$ cat config.mk
export PLATFORM = sky130hd
export DESIGN_NAME = load_store_unit_flat
export DESIGN_NICKNAME = d
export VERILOG_FILES = /design/src/rtl/load_store_unit_if.sv /design/src/rtl/load_store_unit.sv /design/src/flat_wrapper.sv
export SDC_FILE = /design/constraint.sdc
export NUM_CORES = 1
export LEC_CHECK = 0
export BUFFER_PORTS_ARGS = -buffer_cell sky130_fd_sc_hd__clkbuf_2
export CAP_MARGIN = 10
export CORE_MARGIN = 10
export CORE_UTILIZATION = 56
export DETAILED_ROUTE_END_ITERATION = 8
export PLACE_DENSITY_LB_ADDON = 0.3
export SETUP_SLACK_MARGIN = 0.05
export SYNTH_ARGS = -nofsm -noshare
export SYNTH_HDL_FRONTEND = slang
export SYNTH_SLANG_ARGS = --single-unit
$ cat constraint.sdc
create_clock -name clk -period 2.9 [get_ports clk]
set_clock_uncertainty 0.05 [all_clocks]
set_input_delay 0.435 -clock clk [delete_from_list [all_inputs] [get_ports clk]]
set_output_delay 0.435 -clock clk [all_outputs]
set_load 0.02 [all_outputs]
$ cat src/rtl/load_store_unit_if.sv
// Request/response handshake plus the data-memory port of the load/store unit.
// The master side is the execute stage together with the memory; the slave side is the unit.
interface load_store_unit_if;
  logic        req_valid;
  logic        req_ready;
  logic        req_store;
  logic [1:0]  req_size;
  logic        req_unsigned;
  logic [63:0] req_addr;
  logic [63:0] req_wdata;

  logic        resp_valid;
  logic        resp_ready;
  logic [63:0] resp_rdata;
  logic        resp_error;

  logic [63:0] mem_address;
  logic [63:0] mem_write_data;
  logic        mem_read;
  logic        mem_write;
  logic [63:0] mem_read_data;

  modport master (
    output req_valid, req_store, req_size, req_unsigned, req_addr, req_wdata,
    output resp_ready, mem_read_data,
    input  req_ready, resp_valid, resp_rdata, resp_error,
    input  mem_address, mem_write_data, mem_read, mem_write
  );

  modport slave (
    input  req_valid, req_store, req_size, req_unsigned, req_addr, req_wdata,
    input  resp_ready, mem_read_data,
    output req_ready, resp_valid, resp_rdata, resp_error,
    output mem_address, mem_write_data, mem_read, mem_write
  );
endinterface

$ cat src/rtl/load_store_unit.sv
// Load/store initiator for a big-endian 64-bit data memory: lane extraction,
// sign/zero extension on loads and read-modify-write for sub-doubleword stores.
module load_store_unit #(
  parameter int unsigned MEM_BYTES = 1024
) (
  input logic              clk,
  input logic              reset_n,
  load_store_unit_if.slave bus
);

  typedef enum logic [2:0] {
    IDLE,
    LOAD,
    STORE_WR,
    RMW_RD,
    RMW_WR,
    RESP
  } state_e;

  state_e      state_q, state_d;
  logic        store_q, store_d;
  logic [1:0]  size_q, size_d;
  logic        unsigned_q, unsigned_d;
  logic [63:0] addr_q, addr_d;
  logic [63:0] wdata_q, wdata_d;
  logic [63:0] merged_q, merged_d;
  logic [63:0] rdata_q, rdata_d;
  logic        error_q, error_d;

  logic [2:0]  align_bits;
  logic        req_err;
  logic [5:0]  lane_sh;
  logic [63:0] rd_top;
  logic [63:0] load_val;
  logic [63:0] field_mask;
  logic [63:0] field_data;
  logic [63:0] lane_mask;
  logic [63:0] merged;

  function automatic logic [63:0] load_extend(input logic [63:0] top,
                                              input logic [1:0]  size,
                                              input logic        uns);
    logic [63:0] r;
    case (size)
      2'b00:   r = uns ? {56'h0, top[63:56]} : {{56{top[63]}}, top[63:56]};
      2'b01:   r = uns ? {48'h0, top[63:48]} : {{48{top[63]}}, top[63:48]};
      2'b10:   r = uns ? {32'h0, top[63:32]} : {{32{top[63]}}, top[63:32]};
      default: r = top;
    endcase
    return r;
  endfunction

  // Request checks are made on the live request fields in the accept cycle.
  always_comb begin
    case (bus.req_size)
      2'b00:   align_bits = 3'b000;
      2'b01:   align_bits = 3'b001;
      2'b10:   align_bits = 3'b011;
      default: align_bits = 3'b111;
    endcase
  end

  assign req_err = (|(bus.req_addr[2:0] & align_bits)) ||
                   (bus.req_addr >= 64'(MEM_BYTES));

  // Shifting left by the lane offset brings lane k to the top byte, so the
  // field is always left-justified before extension.
  assign lane_sh  = {addr_q[2:0], 3'b000};
  assign rd_top   = bus.mem_read_data << lane_sh;
  assign load_val = load_extend(rd_top, size_q, unsigned_q);

  always_comb begin
    field_mask = '0;
    field_data = '0;
    case (size_q)
      2'b00: begin
        field_mask = {8'hFF, 56'h0};
        field_data = {wdata_q[7:0], 56'h0};
      end
      2'b01: begin
        field_mask = {16'hFFFF, 48'h0};
        field_data = {wdata_q[15:0], 48'h0};
      end
      2'b10: begin
        field_mask = {32'hFFFF_FFFF, 32'h0};
        field_data = {wdata_q[31:0], 32'h0};
      end
      default: begin
        field_mask = '1;
        field_data = wdata_q;
      end
    endcase
  end

  assign lane_mask = field_mask >> lane_sh;
  assign merged    = (bus.mem_read_data & ~lane_mask) | (field_data >> lane_sh);

  always_comb begin
    state_d    = state_q;
    store_d    = store_q;
    size_d     = size_q;
    unsigned_d = unsigned_q;
    addr_d     = addr_q;
    wdata_d    = wdata_q;
    merged_d   = merged_q;
    rdata_d    = rdata_q;
    error_d    = error_q;

    case (state_q)
      IDLE: begin
        if (bus.req_valid) begin
          store_d    = bus.req_store;
          size_d     = bus.req_size;
          unsigned_d = bus.req_unsigned;
          addr_d     = bus.req_addr;
          wdata_d    = bus.req_wdata;
          rdata_d    = '0;
          error_d    = req_err;
          if (req_err)
            state_d = RESP;
          else if (!bus.req_store)
            state_d = LOAD;
          else if (bus.req_size == 2'b11)
            state_d = STORE_WR;
          else
            state_d = RMW_RD;
        end
      end
      LOAD: begin
        rdata_d = load_val;
        state_d = RESP;
      end
      STORE_WR: state_d = RESP;
      RMW_RD: begin
        merged_d = merged;
        state_d  = RMW_WR;
      end
      RMW_WR:   state_d = RESP;
      RESP: begin
        if (bus.resp_ready)
          state_d = IDLE;
      end
      default:  state_d = IDLE;
    endcase
  end

  always_ff @(posedge clk or negedge reset_n) begin
    if (!reset_n) begin
      state_q    <= IDLE;
      store_q    <= 1'b0;
      size_q     <= '0;
      unsigned_q <= 1'b0;
      addr_q     <= '0;
      wdata_q    <= '0;
      merged_q   <= '0;
      rdata_q    <= '0;
      error_q    <= 1'b0;
    end else begin
      state_q    <= state_d;
      store_q    <= store_d;
      size_q     <= size_d;
      unsigned_q <= unsigned_d;
      addr_q     <= addr_d;
      wdata_q    <= wdata_d;
      merged_q   <= merged_d;
      rdata_q    <= rdata_d;
      error_q    <= error_d;
    end
  end

  // Strobes decode straight from the state register so a reset drops them at once.
  assign bus.req_ready      = (state_q == IDLE);
  assign bus.resp_valid     = (state_q == RESP);
  assign bus.resp_rdata     = store_q ? '0 : rdata_q;
  assign bus.resp_error     = error_q;
  assign bus.mem_read       = (state_q == LOAD) || (state_q == RMW_RD);
  assign bus.mem_write      = (state_q == STORE_WR) || (state_q == RMW_WR);
  assign bus.mem_address    = (bus.mem_read || bus.mem_write) ? {addr_q[63:3], 3'b000} : '0;
  assign bus.mem_write_data = (state_q == STORE_WR) ? wdata_q :
                              (state_q == RMW_WR)   ? merged_q : '0;

endmodule
$ cat src/flat_wrapper.sv
// flat-port wrapper written by rule: the top's interface ports become plain ports
module load_store_unit_flat 
#(
  parameter int unsigned MEM_BYTES = 1024
)
  (clk, reset_n, bus_req_valid, bus_req_store, bus_req_size, bus_req_unsigned, bus_req_addr, bus_req_wdata, bus_resp_ready, bus_mem_read_data, bus_req_ready, bus_resp_valid, bus_resp_rdata, bus_resp_error, bus_mem_address, bus_mem_write_data, bus_mem_read, bus_mem_write);
  load_store_unit_if bus_i ();
  input logic clk;
  input logic reset_n;
  input wire logic [$bits(bus_i.req_valid)-1:0] bus_req_valid;
  input wire logic [$bits(bus_i.req_store)-1:0] bus_req_store;
  input wire logic [$bits(bus_i.req_size)-1:0] bus_req_size;
  input wire logic [$bits(bus_i.req_unsigned)-1:0] bus_req_unsigned;
  input wire logic [$bits(bus_i.req_addr)-1:0] bus_req_addr;
  input wire logic [$bits(bus_i.req_wdata)-1:0] bus_req_wdata;
  input wire logic [$bits(bus_i.resp_ready)-1:0] bus_resp_ready;
  input wire logic [$bits(bus_i.mem_read_data)-1:0] bus_mem_read_data;
  output wire logic [$bits(bus_i.req_ready)-1:0] bus_req_ready;
  output wire logic [$bits(bus_i.resp_valid)-1:0] bus_resp_valid;
  output wire logic [$bits(bus_i.resp_rdata)-1:0] bus_resp_rdata;
  output wire logic [$bits(bus_i.resp_error)-1:0] bus_resp_error;
  output wire logic [$bits(bus_i.mem_address)-1:0] bus_mem_address;
  output wire logic [$bits(bus_i.mem_write_data)-1:0] bus_mem_write_data;
  output wire logic [$bits(bus_i.mem_read)-1:0] bus_mem_read;
  output wire logic [$bits(bus_i.mem_write)-1:0] bus_mem_write;
  assign bus_i.req_valid = bus_req_valid;
  assign bus_i.req_store = bus_req_store;
  assign bus_i.req_size = bus_req_size;
  assign bus_i.req_unsigned = bus_req_unsigned;
  assign bus_i.req_addr = bus_req_addr;
  assign bus_i.req_wdata = bus_req_wdata;
  assign bus_i.resp_ready = bus_resp_ready;
  assign bus_i.mem_read_data = bus_mem_read_data;
  assign bus_req_ready = bus_i.req_ready;
  assign bus_resp_valid = bus_i.resp_valid;
  assign bus_resp_rdata = bus_i.resp_rdata;
  assign bus_resp_error = bus_i.resp_error;
  assign bus_mem_address = bus_i.mem_address;
  assign bus_mem_write_data = bus_i.mem_write_data;
  assign bus_mem_read = bus_i.mem_read;
  assign bus_mem_write = bus_i.mem_write;
  load_store_unit #(.MEM_BYTES(MEM_BYTES)) u_core (.clk(clk), .reset_n(reset_n), .bus(bus_i));
endmodule
### After elaboration in Yosys (flattened, before gate mapping)

Index checks and enable logic that the tools add are counted.

* register bits: 264
* bits in latches: 0
* bits in writable memories: 0
* memory bits (read-only): 0
* bits of input ports: 200
* output and inout bits: 197
* word-level logic and storage cells: 61
* memories kept: 0

* add/subtract/negate cells: 0
* multipliers: 0
* div/mod/pow operators: 0
* magnitude comparators: 1
* eq/ne operators: 12
* shift operators: 3
* muxes and demuxes: 19
* bitwise gates (word level): 4
* reductions and logical operators: 13

Operators by type and width (count)
* $mux W64: 8
* $pmux W64 S3: 2
* $pmux W56 S3: 1
* $pmux W64 S2: 1
* $shr A64 B6 Y64: 2
* $and A64 B64 Y64: 1
* $ge A64 B11 Y1 const B: 1
* $not A64 Y64: 1
* $or A64 B64 Y64: 1
* $shl A64 B6 Y64: 1
* $mux W3: 4
* $pmux W3 S4: 1
* $pmux W3 S3: 1
* $eq A2 B2 Y1 const B: 3
* $eq A3 B2 Y1 const B: 2
* $eq A3 B3 Y1 const B: 2
* $reduce_and A2 Y1: 3
* $reduce_or A3 Y1: 2
* $eq A2 B1 Y1 const B: 2
* $logic_not A2 Y1: 2
* $logic_or A1 B1 Y1: 4
* $ne A2 B2 Y1 const B: 2
* $and A3 B3 Y3: 1
* $eq A3 B1 Y1 const B: 1
* other kinds (3): 3

### Depth between registers and ports, before layout

* depth in word-level cells: 8
* depth in mapped cells: 9
* depth with buffers taken out: 5

### Worst setup path before layout

Ideal clock, no wire load.

* path type: reg2out
* start: reg u_core.state_q[0]
* end: out bus_mem_write_data[13]
* data arrival time: 1.629 ns
* data required time: 2.415 ns
* setup slack: 0.786 ns
* cell stages (with the launch flop): 7
* buffers on the path: 3
* cell sequence: dfrtp_1 buf_2 nor2_1 and2_1 clkbuf_1 clkbuf_1 a22o_1

* longest elaborated chain between the ends: 3
* elaborated cells between the ends (all ways): 4
* classes of those cells: 2 x eq/ne; 2 x mux

RTL lines
* from (decl): line load_store_unit.sv:20 `state_e state_q, state_d;`
* from (signal assigned): line load_store_unit.sv:159 `state_q <= state_d;`
* $eq A3 B3 Y1: line load_store_unit.sv:180 `(state_q == RMW_WR) ? merged_q : '0;`
* $mux W64: line load_store_unit.sv:180
* $mux W64 (*): line load_store_unit.sv:179 `assign bus.mem_write_data = (state_q == STORE_WR) ? wdata_q :`
* to (decl): line flat_wrapper.sv:23 `output wire logic [$bits(bus_i.mem_write_data)-1:0] bus_mem_write_data;`

Mark *: on every way between the ends. The rest lies on a longest branch, timed or not.

### Worst setup path after layout

* start: reg u_core.state_q[2]
* end: out bus_mem_write_data[28]

The elaborated chain is that of the path after synthesis.

==> results by group <==
Run status
  – Status: complete, no violations

Placed design
  – Final HPWL DP: 59.1 mm
  – Placed cell count: ~2700
  – Placed instance area: 19500 µm²
  – GP Congestion: approximately 1.0
  – I/O Buffers: 393

Clocking
  – Clock tree from TritonCTS: yes
  – TritonCTS Sinks: 264
  – CTS clk-pin slew, worst paths: 0.07 ns
  – CTS Root Cell: clkbuf_16
  – Clk buf depth: 3
  – CTS HTree Levels: 1
  – Num CTS Buffers: 28
  – Worst-Skew Late Latency: approximately 0.57 ns

Synthesis
  – Proportion of synthesized chip area in sequential cells: 38.9%
  – Syn Area/Cell: 8.58 µm²
  – Post-synth EDFFs: 0
  – Cell with the most instances after synthesis: nand2_1
  – Synthesized flop and latch total: roughly 260
  – Top area cells in the synthesized netlist: dfrtp_1 (39%), nand2_1 (11%), mux2i_1 (5.1%)
  – Ys flop type: dfrtp_1
  – Post-synth top area share: 38.9%
  – Yosys top cell by area: dfrtp_1
  – Mapped cell area: 17000 µm²
  – Post-synth top cells: nand2_1 (500), dfrtp_1 (264), nor2_1 (130), clkbuf_1 (90), a21oi_1 (89)
  – Async SR Flop Fraction: 100%
  – Post-Syn Instances: 1980
  – Yosys cell types: 75
  – Synth warn: 0

Cells and area
  – Cell Count, Final, Fillers Out: around 2700
  – Final Util: roughly 70%
  – Design area: 20500 µm²
  – Nets@finish: 2530
  – P&R area growth vs syn: 21.0%
  – Antenna diode instance count: 0
  – Share of cells above drive strength 1: 27.6%

Route
  – Wire length per cell: just under 30 µm
  – Initial detailed-routing violation count: 2403
  – Routed vias/inst: roughly 6.7
  – Vias: 18200
  – Number of routed nets with antenna violations: 0
  – Residual DRC count: 0
  – Drt pass-1 iters: 7
  – Total wire length: 79.6 mm

Setup path
  – Worst setup startpoint: u_core.state_q[2]
  – Worst Path Required: 2.41 ns
  – WP data arrival: 2.35 ns
  – CP max FO: 33
  – CP Class: reg -> out
  – Setup crit start kind: register
  – Reg2Reg Depth: 6
  – FF-to-FF Start: u_core.addr_q[0]
  – Critical Path Sink Type: output pin

Flow run
  – Max cap viols: 0

Floorplanning
  – Core ar.: slightly below 30000 µm²
  – # IOs: between 300 and 400
  – Die Ht: ~190 µm
  – Row count: 63
  – DIE WIDTH: 194 µm
  – Initial Util: 57.0%
  – Die area: 37700 µm²

Power
  – Switching Power: 12.6 mW
  – Total power: 24.8 mW
  – Fraction of power spent switching nets: about 50%
  – Worst vdd ir: 0.783 mV
  – Power share of the clock group: 14.8%
  – Internal power: 12.1 mW
  – Combinational Power Share: 56.7%
  – Reg power frac: 28.4%
  – Power per cell area: roughly 1200 nW/µm²
  – Leak Pwr: 9.89 nW

GRT
  – Number of global-route vias before repair: 17900
  – Final global-route overflow total: 0
  – Antenna violations before repair: 2
  – GRT Total Usage: 39.7%
  – First-pass GRT wire length: 117 mm
  – Largest net degree at the start of global routing: roughly 70

STA
  – RSZ-0062 raised after global routing: no
  – Final Max Slew Viols: 0
  – Max_slew headroom: 29.3%
  – Tightest Pin Transition: between 1 and 1.5 ns
  – Final period util: 97.7%
  – Final setup viols: 0
  – Fmax: 353 MHz
  – Sum Neg Setup Slack: 0 ns
  – Final min period: 2.83 ns
  – Final hold violations: 0

Worst hold path
  – Hold Crit Class: in -> reg
  – Hold_sp: bus_req_wdata[9]
  – Hold path depth: 3
==> state kept, by name, indices dropped and copies added (netlist names) <==
register	flops
u_core.bus.resp_error	1
u_core.rdata_q	64
u_core.unsigned_q	1
u_core.state_q	3
u_core.addr_q	64
u_core.size_q	2
u_core.store_q	1
u_core.merged_q	64
u_core.wdata_q	64
==> worst max-delay path, cell delays in order (launching register included) <==
cell	delay [ns]
dfrtp_2	0.47
buf_4	0.22
nor3b_4	0.21
buf_4	0.16
clkbuf_16	0.22
a22o_1	0.25
clkbuf_2	0.20
==> stage by stage <==
stage	hold WS, ns	setup WS (ns)
after floorplan	0.0894	0.786
after CTS	0.0000578	0.0407
final	0.00178	0.0674
after global routing	0.0126	0.0236
after detailed placement	0.376	0.363
after global placement	0.375	0.456
==> power groups by stage <==
stage	Combinational (mW)	Sequential (mW)	Clock (mW)
finish	14.1	7.04	3.68
global route	14.7	7.09	3.83
detailed placement	13.5	6.89	0
CTS	13.6	6.87	3.67
floorplan	9.48	5.67	0
global placement	13.3	6.85	0
==> layer usage <==
layer	vias up	GRT usage, %	part of all wire [%]
met5	-	0.792	0.058
met4	6	17.0	5.5
met3	313	13.1	13
met2	1463	60.5	44
met1	8762	50.6	38
li1	7704	-	-
==> repair_timing <==
action / CTS / global route
cloned: 0 / 3
endpoints found under the setup margin: 94 / 72
hold endpoints to repair: 68 / 0
resized for setup: 3 / 5
hold buffers: 6 / 0
pin swaps: 0 / 4
setup buffers: 0 / 3
==> area by class of cell <==
class	count	area (µm²)
clock buffer	37	764
clock inverter	14	151
fill	2284	9250
inverter	6	22.5
multi-input combinational	1531	9530
sequential	264	6620
tap	390	488
timing repair buffer	499	2980
==> worst paths after layout <==
kind	to	slack, ns
worst max-delay path	bus_mem_write_data[28]	0.07
worst min-delay path	u_core.wdata_q[9]	0.002
worst max register to register	u_core.rdata_q[8]	0.26
worst min register to register	u_core.addr_q[58]	0.42
max in group asynchronous	u_core.wdata_q[60]	1.68
min in group asynchronous	u_core.wdata_q[7]	0.37
==> cells by family (layout without fill, tap and decap cells) <==
kind of cell           Yosys count  in the layout  synth area share, %
XOR/XNOR                         1              2               0.0516
buffers and inverters          189            556                 5.61
multiplexers                   143            143                 9.77
flip-flops                     264            264                 38.9
AND/OR/NAND/NOR                863            864                 22.8
AO/OA/AOI/OAI                  519            519                 22.8
other                            1              3               0.0221
==> cells in the final DEF, fill, tap and decap left out, types with 10 or more instances in the layout <==
master and n:
nand2_1 499, clkbuf_2 392, dfrtp_1 257, nor2_1 128, a21oi_1 89, mux2i_1 87
a22o_1 86, buf_4 85, nor2b_1 76, and2_1 71, o21ai_1 47, o21ai_0 38
a22oi_1 32, clkbuf_16 29, a221oi_1 27, mux2_2 25, a221o_1 22, a31oi_1 22
o2bb2ai_1 21, o211ai_1 19, nor3_1 19, nor4_1 15, a211oi_1 13, buf_12 13
o21a_1 12, a221oi_2 12, mux4_2 11, mux2_1 11, o22ai_1 10, o22a_1 10
Note: power is estimated with default switching activity, not from simulation.
